[src/rtl/y_update_diag_seq.sv]
// Diagonal-update sequencer: issues one diagonal op, then N add/sub term ops,
// to a downstream accumulator stage, and captures the final sum once it drains.
module y_update_diag_seq #(
  parameter int WIDTH = 48,
  parameter int CNT_W = 4
) (
  input  logic             clock,
  input  logic             reset,
  input  logic             start,
  input  logic [CNT_W-1:0] num_terms,
  input  logic [WIDTH-1:0] diag_in,
  input  logic             term_valid,
  output logic             term_ready,
  input  logic [WIDTH-1:0] term_in,
  input  logic             term_is_old,
  input  logic             term_sub,
  output logic [WIDTH-1:0] y_diag,
  output logic [WIDTH-1:0] y_old,
  output logic [WIDTH-1:0] y_new,
  output logic             sel_diag_or_sum,
  output logic [1:0]       sel_old_or_new,
  output logic             sel_mode_addsub,
  input  logic [WIDTH-1:0] result_in,
  output logic [WIDTH-1:0] result_out,
  output logic             result_valid,
  output logic             busy
);

  localparam logic [1:0] SEL_NEW  = 2'b00;
  localparam logic [1:0] SEL_OLD  = 2'b11;
  localparam logic [1:0] SEL_ZERO = 2'b01;

  typedef enum logic [1:0] {IDLE, ACC, DRAIN, DONE} state_t;

  state_t           r_state, w_state_nxt;
  logic [CNT_W-1:0] r_remaining, w_remaining_nxt;
  logic [1:0]       r_drain_cnt;
  logic             w_issue_diag, w_issue_term, w_drain_last;

  logic [WIDTH-1:0] r_y_diag, r_y_old, r_y_new, r_result_out;

  logic             r_vld_p0, r_diag_p0, r_old_p0, r_sub_p0;
  logic             r_sel_sum_p1, r_sel_mode_p1;
  logic [1:0]       r_sel_on_p1;

  assign w_issue_diag = (r_state == IDLE) && start;
  assign w_issue_term = (r_state == ACC) && term_valid;
  assign w_drain_last = (r_state == DRAIN) && (r_drain_cnt == 2'd2);

  always_comb begin
    w_state_nxt     = r_state;
    w_remaining_nxt = r_remaining;
    case (r_state)
      IDLE: begin
        if (start) begin
          w_remaining_nxt = num_terms;
          w_state_nxt     = (num_terms != '0) ? ACC : DRAIN;
        end
      end
      ACC: begin
        if (term_valid) begin
          w_remaining_nxt = r_remaining - CNT_W'(1);
          if (r_remaining == CNT_W'(1)) w_state_nxt = DRAIN;
        end
      end
      DRAIN: begin
        if (r_drain_cnt == 2'd2) w_state_nxt = DONE;
      end
      DONE:    w_state_nxt = IDLE;
      default: w_state_nxt = IDLE;
    endcase
  end

  // The drain counter restarts every time DRAIN is entered; two edges of
  // pipeline latency follow the last op, the third edge captures the sum.
  always_ff @(posedge clock or negedge reset) begin
    if (!reset) begin
      r_state     <= IDLE;
      r_remaining <= '0;
      r_drain_cnt <= '0;
    end else begin
      r_state     <= w_state_nxt;
      r_remaining <= w_remaining_nxt;
      r_drain_cnt <= (r_state == DRAIN) ? r_drain_cnt + 2'd1 : 2'd0;
    end
  end

  // Stage p0: operand registers and the op issued this edge
  always_ff @(posedge clock or negedge reset) begin
    if (!reset) begin
      r_y_diag  <= '0;
      r_y_old   <= '0;
      r_y_new   <= '0;
      r_vld_p0  <= 1'b0;
      r_diag_p0 <= 1'b0;
      r_old_p0  <= 1'b0;
      r_sub_p0  <= 1'b0;
    end else begin
      r_vld_p0  <= w_issue_diag || w_issue_term;
      r_diag_p0 <= w_issue_diag;
      r_old_p0  <= w_issue_term && term_is_old;
      r_sub_p0  <= w_issue_term && term_sub;
      if (w_issue_diag) r_y_diag <= diag_in;
      if (w_issue_term && term_is_old)  r_y_old <= term_in;
      if (w_issue_term && !term_is_old) r_y_new <= term_in;
    end
  end

  // Stage p1: selects trail the operands by one edge; hold code adds zero to the sum
  always_ff @(posedge clock or negedge reset) begin
    if (!reset) begin
      r_sel_sum_p1  <= 1'b1;
      r_sel_on_p1   <= SEL_ZERO;
      r_sel_mode_p1 <= 1'b0;
    end else if (!r_vld_p0) begin
      r_sel_sum_p1  <= 1'b1;
      r_sel_on_p1   <= SEL_ZERO;
      r_sel_mode_p1 <= 1'b0;
    end else if (r_diag_p0) begin
      r_sel_sum_p1  <= 1'b0;
      r_sel_on_p1   <= SEL_ZERO;
      r_sel_mode_p1 <= 1'b0;
    end else begin
      r_sel_sum_p1  <= 1'b1;
      r_sel_on_p1   <= r_old_p0 ? SEL_OLD : SEL_NEW;
      r_sel_mode_p1 <= r_sub_p0;
    end
  end

  always_ff @(posedge clock or negedge reset) begin
    if (!reset)            r_result_out <= '0;
    else if (w_drain_last) r_result_out <= result_in;
  end

  assign y_diag          = r_y_diag;
  assign y_old           = r_y_old;
  assign y_new           = r_y_new;
  assign sel_diag_or_sum = r_sel_sum_p1;
  assign sel_old_or_new  = r_sel_on_p1;
  assign sel_mode_addsub = r_sel_mode_p1;
  assign result_out      = r_result_out;
  assign result_valid    = (r_state == DONE);
  assign term_ready      = (r_state == ACC);
  assign busy            = (r_state != IDLE);

endmodule

[config.mk]
export PLATFORM = sky130hd
export DESIGN_NAME = y_update_diag_seq
export DESIGN_NICKNAME = d
export VERILOG_FILES = /design/src/rtl/y_update_diag_seq.sv
export SDC_FILE = /design/constraint.sdc
export NUM_CORES = 1
export LEC_CHECK = 0
export ABC_AREA = 1
export CAP_MARGIN = 20
export CORE_MARGIN = 5
export CORE_UTILIZATION = 38
export DETAILED_ROUTE_END_ITERATION = 8
export GPL_TIMING_DRIVEN = 0
export HOLD_SLACK_MARGIN = 0.06
export MAX_ROUTING_LAYER = met4
export PLACE_DENSITY = 0.73
export SYNTH_ARGS = -nofsm -noshare
export SYNTH_HDL_FRONTEND = slang
export SYNTH_SLANG_ARGS = --single-unit
export TNS_END_PERCENT = 5
[constraint.sdc]
create_clock -name clock -period 1.98 [get_ports clock]
set_clock_uncertainty 0.2 [all_clocks]
set_input_delay 0.594 -clock clock [delete_from_list [all_inputs] [get_ports clock]]
set_output_delay 0.594 -clock clock [all_outputs]
set_load 0.01 [all_outputs]
==> results of run 1 <==
## power breakdown
group	leakage [uW]	switching, uW	internal, uW
Sequential	0.00255	1100	6220
Combinational	0.00335	3930	3800
Clock	0.000363	1710	2430
## cell usage after synthesis
master	number	area (um^2)
ha_1	9	113
nor2_1	16	60.1
inv_1	70	263
clkbuf_1	15	56.3
dfstp_2	2	52.6
or2_1	1	6.26
o21ai_0	60	300
a21oi_1	2	10.0
nand2_1	279	1050
buf_1	1	3.75
buf_2	11	55.1
o21ai_1	40	200
mux2_2	48	541
or2_2	1	6.26
buf_6	6	67.6
nand2_4	1	11.3
nand3_1	5	25.0
dfrtp_1	206	5150
buf_4	4	30.0
## per-stage QoR
stage / std cells / setup WS, ns
final: 1460 / -0.197
after global routing: 1460 / -0.261
after CTS: 1455 / -0.211
after detailed placement: 1405 / -0.432
after global placement: 1404 / -8.83
after floorplan: 777 / 0.112
## registers in the layout, summed over array words and instances (netlist names), 2 cells and up
name and cells:
sel_old_or_new 2, r_state 2, y_old 48, result_out 48, r_drain_cnt 2, r_remaining 4, y_new 48, y_diag 48
## cells in the final DEF (no fill, tap or decap), types with 2 or more instances in the layout
cell	n
buf_4	10
nand2_2	3
inv_2	5
buf_2	8
clkdlybuf4s15_2	9
clkbuf_16	23
ha_1	6
clkdlybuf4s15_1	149
o21ai_2	4
ha_4	3
a21oi_1	2
nor2_1	16
clkdlybuf4s50_1	152
dfstp_2	2
o21ai_0	48
buf_6	16
dfrtp_1	206
buf_8	6
clkbuf_2	42
nand2_4	2
clkbuf_8	4
nand2_1	275
inv_1	65
inv_6	2
clkbuf_4	4
clkinv_2	5
o21ai_1	48
mux2_2	48
clkbuf_1	10
nand3_1	5
## per-layer routing
| layer | wire, um | up-vias |
|---|---|---|
| met5 | 0 | - |
| met4 | 546 | 0 |
| met3 | 2120 | 43 |
| met2 | 12500 | 291 |
| met1 | 10000 | 3320 |
| li1 | - | 3217 |
## cell type report
type                    instances  area (um^2)
clock buffers                  34          657
well taps                     275          344
multi-input cells             462         2390
diodes                          1         2.50
clock inverters                 8         72.6
inverters                      70          263
plain buffers                  37          310
repair buffers                365         3500
flip-flops and latches        208         5210
fillers                      1759         8150
## cell families (layout without fill, tap and decap cells)
family          after synthesis  after routing  share of synthesized area (%)
fa+ha+maj                     9              9                           1.41
flops                       208            208                           65.1
simple gates                303            303                           14.4
compound gates              102            102                           6.38
other cells                   0              1                              0
buf+inv                     107            514                           5.94
mux                          48             48                           6.75
## worst max path at each step
stage / startpoint / end / slack [ns] / cells past startpoint
after floorplan: r_state[0]$_DFFE_PN0P_ / result_out[27]$_DFFE_PN0P_ / 0.11 / 6
after global placement: reset / y_diag[0]$_DFFE_PN0P_ / -8.83 / 1
after detailed placement: term_valid / y_old[41]$_DFFE_PN0P_ / -0.43 / 6
after CTS: r_state[1]$_DFFE_PN0P_ / term_ready / -0.21 / 4
after global routing: r_state[1]$_DFFE_PN0P_ / term_ready / -0.26 / 4
final: r_state[1]$_DFFE_PN0P_ / term_ready / -0.20 / 4
## timing repair
| item | CTS | global route |
|---|---|---|
| pin swaps | 1 | 1 |
| hold endpoints to repair | 100 | 0 |
| endpoints found under the setup margin | 322 | 321 |
| setup buffers | 7 | 4 |
| gates resized for setup | 435 | 109 |
| hold buffers | 1 | 0 |
==> metrics.yaml, run 1 <==
outcome: "finished, violations left"
violations: "setup timing"
avgViaCountPerCell: 4.71
dpl_cell_area_um2: 11900
yosys_warnings: 0
crit_path_cell_trace: "inv_2 -> buf_6 -> ha_4 -> buf_6"
max_cap_viol_count: 0
ios: 353
critPathLaunchType: "register"
cpMostUsedCell: "buf_6"
arrival_ns: 1.38
power.total_uw: 19200
setup_tns_ns: -3.56
hpwl_um: 18600
die-width_um: 155
ant_nets: 0
die_area_um2: 24100
reg2reg_slack_ns: -0.13
area_growth_pct: 59.2
required_ns: 1.19
gp_congestion: 0.832
synth-seq-area-share_pct: 65.1
worstPathMaxFanout: 4
port_buffers: 352
holdPathStages: 1
clockBufferDepth: 3
routedWlPerCell_um: 17.2
max_freq_mhz: 459
antenna_found_initial: 1
leakagePower_uw: 0.00627
final_cell_area_um2: 12700
ys_ff_latch: 208
ff2ff_path_depth: 11
fin_ws_ns: -0.197
avgSynthCellArea_um2: 10.3
htree_levels: 1
fp.coreArea_um2: 20900
syn_nets: 940
wirelength_um: 25200
rr_endpoint: "y_new[22]$_DFFE_PN0P_"
slew_violations: 0
clock_sinks: 208
die_y_um: 155
hold_viol: 0
endpoint_kind: "output port"
cp_num_buf_inv: 3
first_iter_violations: 334
cts.clk_slew.worst_paths_ns: 0.06
cts_tree: "built"
grt_util_met1_pct: 25.2
firstDrtPassIters: 4
drc_errors: 0
clkLatencyLatePin_ns: 0.51
met2_usage_pct: 34.9
layout-drive-gt1-share_pct: 16.9
nNetsFinal: 1330
postLayoutCoreUtil_pct: 61.0
synth_cell_types: 19
hold_start: "r_diag_p0$_DFF_PN0_"
cpPeakStageDelay_ns: 0.41
fin_crit_sh_pct: 110
crit_slowest_cell: "dfrtp_1"
grtUsageTotal_pct: 20.7
syn_area_um2: 8000
hold-worst-slack_ns: 0.222
hold_class: "register to register"
pwr_density_cell_nw_per_um2: 1510
cts_root_buffer: "clkbuf_16"
grt_pass1_vias: 7089
relSlewSlack_pct: 61.7
fin_crit_ns: 2.18
finalSetupViolations: 43
grt_max_degree: 109
grt_overflow: 0
syn_inst: 777
grt_pass1_wl_um: 38600
path_class: "register to output port"
grt_busiest_layer: "met2"
critical_path.top_delay_family: "flip-flops"
vdd_drop_max_mv: 0.776
numCtsBuffers: 23
rows: 53
via_count: 6871
rsz0062_at_grt: "true"
holdPathEnd: "sel_diag_or_sum$_DFF_PN1_"
grt_use_met3_pct: 5.17
tightest_slew_ns: 0.575
r2r_start: "r_state[1]$_DFFE_PN0P_"
initial_core_util_pct: 38.3
Note: power is estimated with default switching activity, not from simulation.
==> inputs of run 2 (changes only) <==
- CORE_UTILIZATION: 38 -> 45
- PLACE_DENSITY: 0.73 -> not set
- PLACE_DENSITY_LB_ADDON: not set -> 0.2
- clock period: 1.98 -> 2.62 ns (I/O delays scaled with it)
==> metrics.yaml, run 2 (synthesis results as in run 1) <==
outcome: "finished clean"  # was finished, violations left
grt_overflow: 0  # unchanged
cts_tree: "built"  # unchanged
numCtsBuffers: 23  # unchanged
arrival_ns: 1.57  # was 1.38 ns
max_cap_viol_count: 0  # unchanged
antenna_found_initial: 0  # was 1
final_cell_area_um2: 12500  # was 12700 um^2
antenna_cells: 0  # was 1
path_depth: 1  # was 4
critical_path.top_delay_family: "buffers and inverters"  # was flip-flops
rows: 48  # was 53
ant_nets: 0  # unchanged
grtUsageTotal_pct: 23.7  # was 20.7%
vdd_drop_max_mv: 0.766  # was 0.776 mV
fin_crit_ns: 2.56
cts_root_buffer: "clkbuf_16"  # unchanged
reg2reg_slack_ns: 0.42  # was -0.13 ns
worstPathMaxFanout: 1  # was 4
leakagePower_uw: 0.00596  # was 0.00627 uW
dp_cells: 1355  # was 1405
gp_congestion: 0.845  # was 0.832
cts.clk_slew.worst_paths_ns: 0.06  # about the same
critPathLaunchType: "register"  # unchanged
ff2ff_path_depth: 10  # was 11
pwr_density_cell_nw_per_um2: 1190  # was 1510 nW/um^2
avgViaCountPerCell: 4.84  # was 4.71
max_freq_mhz: 391
required_ns: 1.63  # was 1.19 ns
finalSetupViolations: 0  # was 43
crit_slowest_cell: "clkdlybuf4s50_1"  # was dfrtp_1
first_iter_violations: 254  # was 334
cts_hold_buffers: 0  # was 1
routedWlPerCell_um: 17.4  # was 17.2 um
layout_commonest_cell: "clkdlybuf4s50_1"  # was nand2_1
layout_common_cells: "348 x clkdlybuf4s50_1, 279 x nand2_1, 206 x dfrtp_1, 69 x inv_1, 60 x o21ai_0"  # was 275 x nand2_1, 206 x dfrtp_1, 152 x clkdlybuf4s50_1, 149 x clkdlybuf4s15_1, 65 x inv_1
initial_core_util_pct: 46.1  # was 38.3%
grt_pass1_wl_um: 37100  # was 38600 um
clock_sinks: 208  # unchanged
hold_viol: 0  # unchanged
layout.cells.non_filler: 1395  # was 1460
cp_num_buf_inv: 1  # was 3
rsz0062_at_grt: "false"  # was true
nNetsFinal: 1319  # was 1330
grt_pass1_vias: 7091  # was 7089
tightest_slew_ns: 0.690  # was 0.575 ns
path_class: "register to output port"  # unchanged
port_buffers: 352  # unchanged
fp.coreArea_um2: 17400  # was 20900 um^2
fin_crit_sh_pct: 97.7
die_y_um: 143  # was 155 um
via_count: 6753  # was 6871
clkLatencyLatePin_ns: 0.49  # was 0.51 ns
drc_errors: 0  # unchanged
cpPeakStageDelay_ns: 0.57  # was 0.41 ns
ios: 353  # unchanged
layout-drive-gt1-share_pct: 9.32  # was 16.9%
relSlewSlack_pct: 54.0  # was 61.7%
r2r_start: "r_state[0]$_DFFE_PN0P_"  # was r_state[1]$_DFFE_PN0P_
hpwl_um: 18200  # was 18600 um
clockBufferDepth: 3  # unchanged
crit_path_cell_trace: "clkdlybuf4s50_1"  # was inv_2 -> buf_6 -> ha_4 -> buf_6
slew_violations: 0  # unchanged
wirelength_um: 24300  # was 25200 um
dpl_cell_area_um2: 11800  # was 11900 um^2
firstDrtPassIters: 5  # was 4
htree_levels: 1  # unchanged
grt_max_degree: 121  # was 109
die_area_um2: 20600  # was 24100 um^2
rr_endpoint: "y_old[33]$_DFFE_PN0P_"  # was y_new[22]$_DFFE_PN0P_
area_growth_pct: 56.7  # was 59.2%
endpoint_kind: "output port"  # unchanged
hold_class: "input pin to async pin"  # was register to register
die-width_um: 143  # was 155 um
run 2: area by class of cell:
type	count	area (um^2)
fill	1308	4820
multi-input combinational	462	2320
buffer	37	213
timing repair buffer	354	3560
tap	225	282
inverter	70	263
clock buffer	33	633
clock inverter	6	58.8
sequential	208	5210
run 2: power by group:
part           leakage (uW)  internal (uW)  total [uW]  switching, uW
combinational       0.00307           3500        6400           2900
clock              0.000341           1770        3010           1240
sequential          0.00255           4700        5500            796
run 2: worst max-delay path by stage:
stage	startpoint	endpoint	slack (ns)
3_3_place_gp	reset	result_out[13]$_DFFE_PN0P_	-8.23
4_1_cts	r_state[1]$_DFFE_PN0P_	busy	-0.009
3_5_place_dp	term_valid	y_old[26]$_DFFE_PN0P_	0.01
6_report	sel_old_or_new[0]$_DFF_PN1_	sel_old_or_new[0]	0.06
5_1_grt	sel_diag_or_sum$_DFF_PN1_	sel_diag_or_sum	0.02
2_1_floorplan	r_state[0]$_DFFE_PN0P_	result_out[27]$_DFFE_PN0P_	0.75
run 2: timing repair:
| item | in CTS | in global routing |
|---|---|---|
| setup buffers | 1 | 0 |
| resized for setup | 3 | 3 |
| cloned | 0 | 0 |
| endpoints found under the setup margin | 3 | 2 |
run 2: through the flow:
step / power [uW] / TNS [ns] / setup WS (ns) / util [%] / hold WS [ns]
after floorplan: 7980 / 0 / 0.752 / - / 0.172
after global placement: 11800 / -1702.18 / -8.23 / 68.0 / 0.181
after detailed placement: 12000 / 0 / 0.0107 / 68.2 / 0.181
after CTS: 15100 / -0.00926 / -0.00926 / 72.2 / 0.108
after global routing: 15800 / 0 / 0.0210 / 72.2 / 0.136
final: 14900 / 0 / 0.0611 / 72.2 / 0.0772
run 2: routing by layer:
layer / wire length, um / vias to the layer above / GRT usage, %
li1: - / 3183 / -
met1: 9230 / 3270 / 27.5
met2: 12300 / 240 / 40.8
met3: 1860 / 60 / 5.39
met4: 969 / 0 / 8.37
met5: 0 / - / -
==> inputs of run 3 (changes only) <==
- GPL_TIMING_DRIVEN: 0 -> not set
==> metrics.yaml, run 3 (synthesis results as in run 1) <==
outcome: "finished clean"  # unchanged
antenna_found_initial: 0  # unchanged
layout-drive-gt1-share_pct: 10.0  # was 9.32%
avgViaCountPerCell: 4.75  # was 4.84
wirelength_um: 23600  # was 24300 um
nNetsFinal: 1298  # was 1319
setup_tns_ns: 0  # unchanged
hold-worst-slack_ns: 0.196  # was 0.0772 ns
dpl_cell_area_um2: 11800  # about the same
gp_congestion: 0.825  # was 0.845
die_area_um2: 20600  # unchanged
seqCellArea_um2: 5210  # unchanged
max_freq_mhz: 391  # about the same
topRoutingLayerUsed: "met4"  # unchanged
crit_path_cell_trace: "clkdlybuf4s50_1"  # unchanged
cts.clk_slew.worst_paths_ns: 0.06  # about the same
leakagePower_uw: 0.00602  # was 0.00596 uW
dp_cells: 1332  # was 1355
critPathLaunchType: "register"  # unchanged
max_cap_viol_count: 0  # unchanged
fin_crit_ns: 2.56  # about the same
final_cell_area_um2: 12600  # was 12500 um^2
port_buffers: 352  # unchanged
grt_max_degree: 55  # was 121
grt_pass1_wl_um: 35900  # was 37100 um
cpPeakStageDelay_ns: 0.57  # about the same
critical_path.top_delay_family: "buffers and inverters"  # unchanged
finalSetupViolations: 0  # unchanged
tightest_slew_ns: 0.477  # was 0.690 ns
routedWlPerCell_um: 17.2  # was 17.4 um
clockBufferDepth: 3  # unchanged
relSlewSlack_pct: 68.2  # was 54.0%
rsz0062_at_grt: "false"  # unchanged
grt_overflow: 0  # unchanged
via_count: 6531  # was 6753
ios: 353  # unchanged
first_iter_violations: 267  # was 254
vdd_drop_max_mv: 0.688  # was 0.766 mV
hold_viol: 0  # unchanged
path_class: "register to output port"  # unchanged
layout_common_cells: "348 x clkdlybuf4s50_1, 276 x nand2_1, 206 x dfrtp_1, 69 x inv_1, 60 x o21ai_0"  # was 348 x clkdlybuf4s50_1, 279 x nand2_1, 206 x dfrtp_1, 69 x inv_1, 60 x o21ai_0
pwr_density_cell_nw_per_um2: 1200  # was 1190 nW/um^2
wl_met2_um: 12000  # was 12300 um
initial_core_util_pct: 46.1  # unchanged
multiInputGateArea_um2: 2330  # was 2320 um^2
drc_errors: 0  # unchanged
firstDrtPassIters: 5  # unchanged
die-width_um: 143  # unchanged
grtUsageTotal_pct: 22.9  # was 23.7%
arrival_ns: 1.57  # about the same
fp.coreArea_um2: 17400  # unchanged
reg2reg_slack_ns: 0.58  # was 0.42 ns
die_y_um: 143  # unchanged
cts_root_buffer: "clkbuf_16"  # unchanged
layout.cells.non_filler: 1375  # was 1395
slew_violations: 0  # unchanged
crit_slowest_cell: "clkdlybuf4s50_1"  # unchanged
htree_levels: 1  # unchanged
rows: 48  # unchanged
cp_num_buf_inv: 1  # unchanged
grt_pass1_vias: 6649  # was 7091
area_growth_pct: 57.7  # was 56.7%
wl_met3_um: 1910  # was 1860 um
required_ns: 1.63  # about the same
layout_commonest_cell: "clkdlybuf4s50_1"  # unchanged
hpwl_um: 17500  # was 18200 um
postLayoutCoreUtil_pct: 72.7  # was 72.2%
ant_nets: 0  # unchanged
hold_class: "register to register"  # was input pin to async pin
fin_crit_sh_pct: 97.7  # about the same
clock_sinks: 208  # unchanged
antenna_cells: 0  # unchanged
met1Wirelength_um: 8760  # was 9230 um
cts_tree: "built"  # unchanged
fill_cells: 1250  # was 1308
clkLatencyLatePin_ns: 0.49  # about the same
worstPathMaxFanout: 1  # unchanged
endpoint_kind: "output port"  # unchanged
numCtsBuffers: 22  # was 23
-- run 3: layout make-up --
type	instances	area share [%]
clock buffers	34	5.68
clock inverters	5	0.416
inverters	70	2.08
multi-input cells	462	18.5
flip-flops and latches	208	41.3
well taps	225	2.23
repair buffers	371	29.9
-- run 3: metal layers --
metal / track usage, % / vias up
met5: - / -
met4: 8.87 / 0
met3: 5.06 / 65
met2: 38.9 / 246
met1: 26.7 / 3076
li1: - / 3144
-- run 3: timing repair --
action,CTS,global route
hold endpoints to repair,1,0
endpoints found under the setup margin,3,1
resized for setup,3,2
buffers inserted,1,2
hold buffers,1,0
-- run 3: worst paths after layout --
path / startpoint / to / cells after the start
max in group asynchronous: reset / result_out[27]$_DFFE_PN0P_ / 3
max reg2reg: r_state[1]$_DFFE_PN0P_ / y_new[0]$_DFFE_PN0P_ / 7
min reg2reg: r_diag_p0$_DFF_PN0_ / sel_diag_or_sum$_DFF_PN1_ / 1
max: sel_diag_or_sum$_DFF_PN1_ / sel_diag_or_sum / 1
min in group asynchronous: reset / y_old[25]$_DFFE_PN0P_ / 2
min: r_diag_p0$_DFF_PN0_ / sel_diag_or_sum$_DFF_PN1_ / 1
-- run 3: power by group --
part           total [uW]  internal (uW)  switching [uW]
Clock                3210           1970            1230
Sequential           5510           4700             810
Combinational        6380           3510            2870
-- run 3: per-stage QoR --
step / setup slack (ns) / total power [uW]
6_report: 0.0600 / 15100
5_1_grt: 0.00911 / 16000
4_1_cts: 0.00604 / 15200
3_5_place_dp: 0.136 / 11900
3_3_place_gp: 0.205 / 11800
2_1_floorplan: 0.752 / 7980
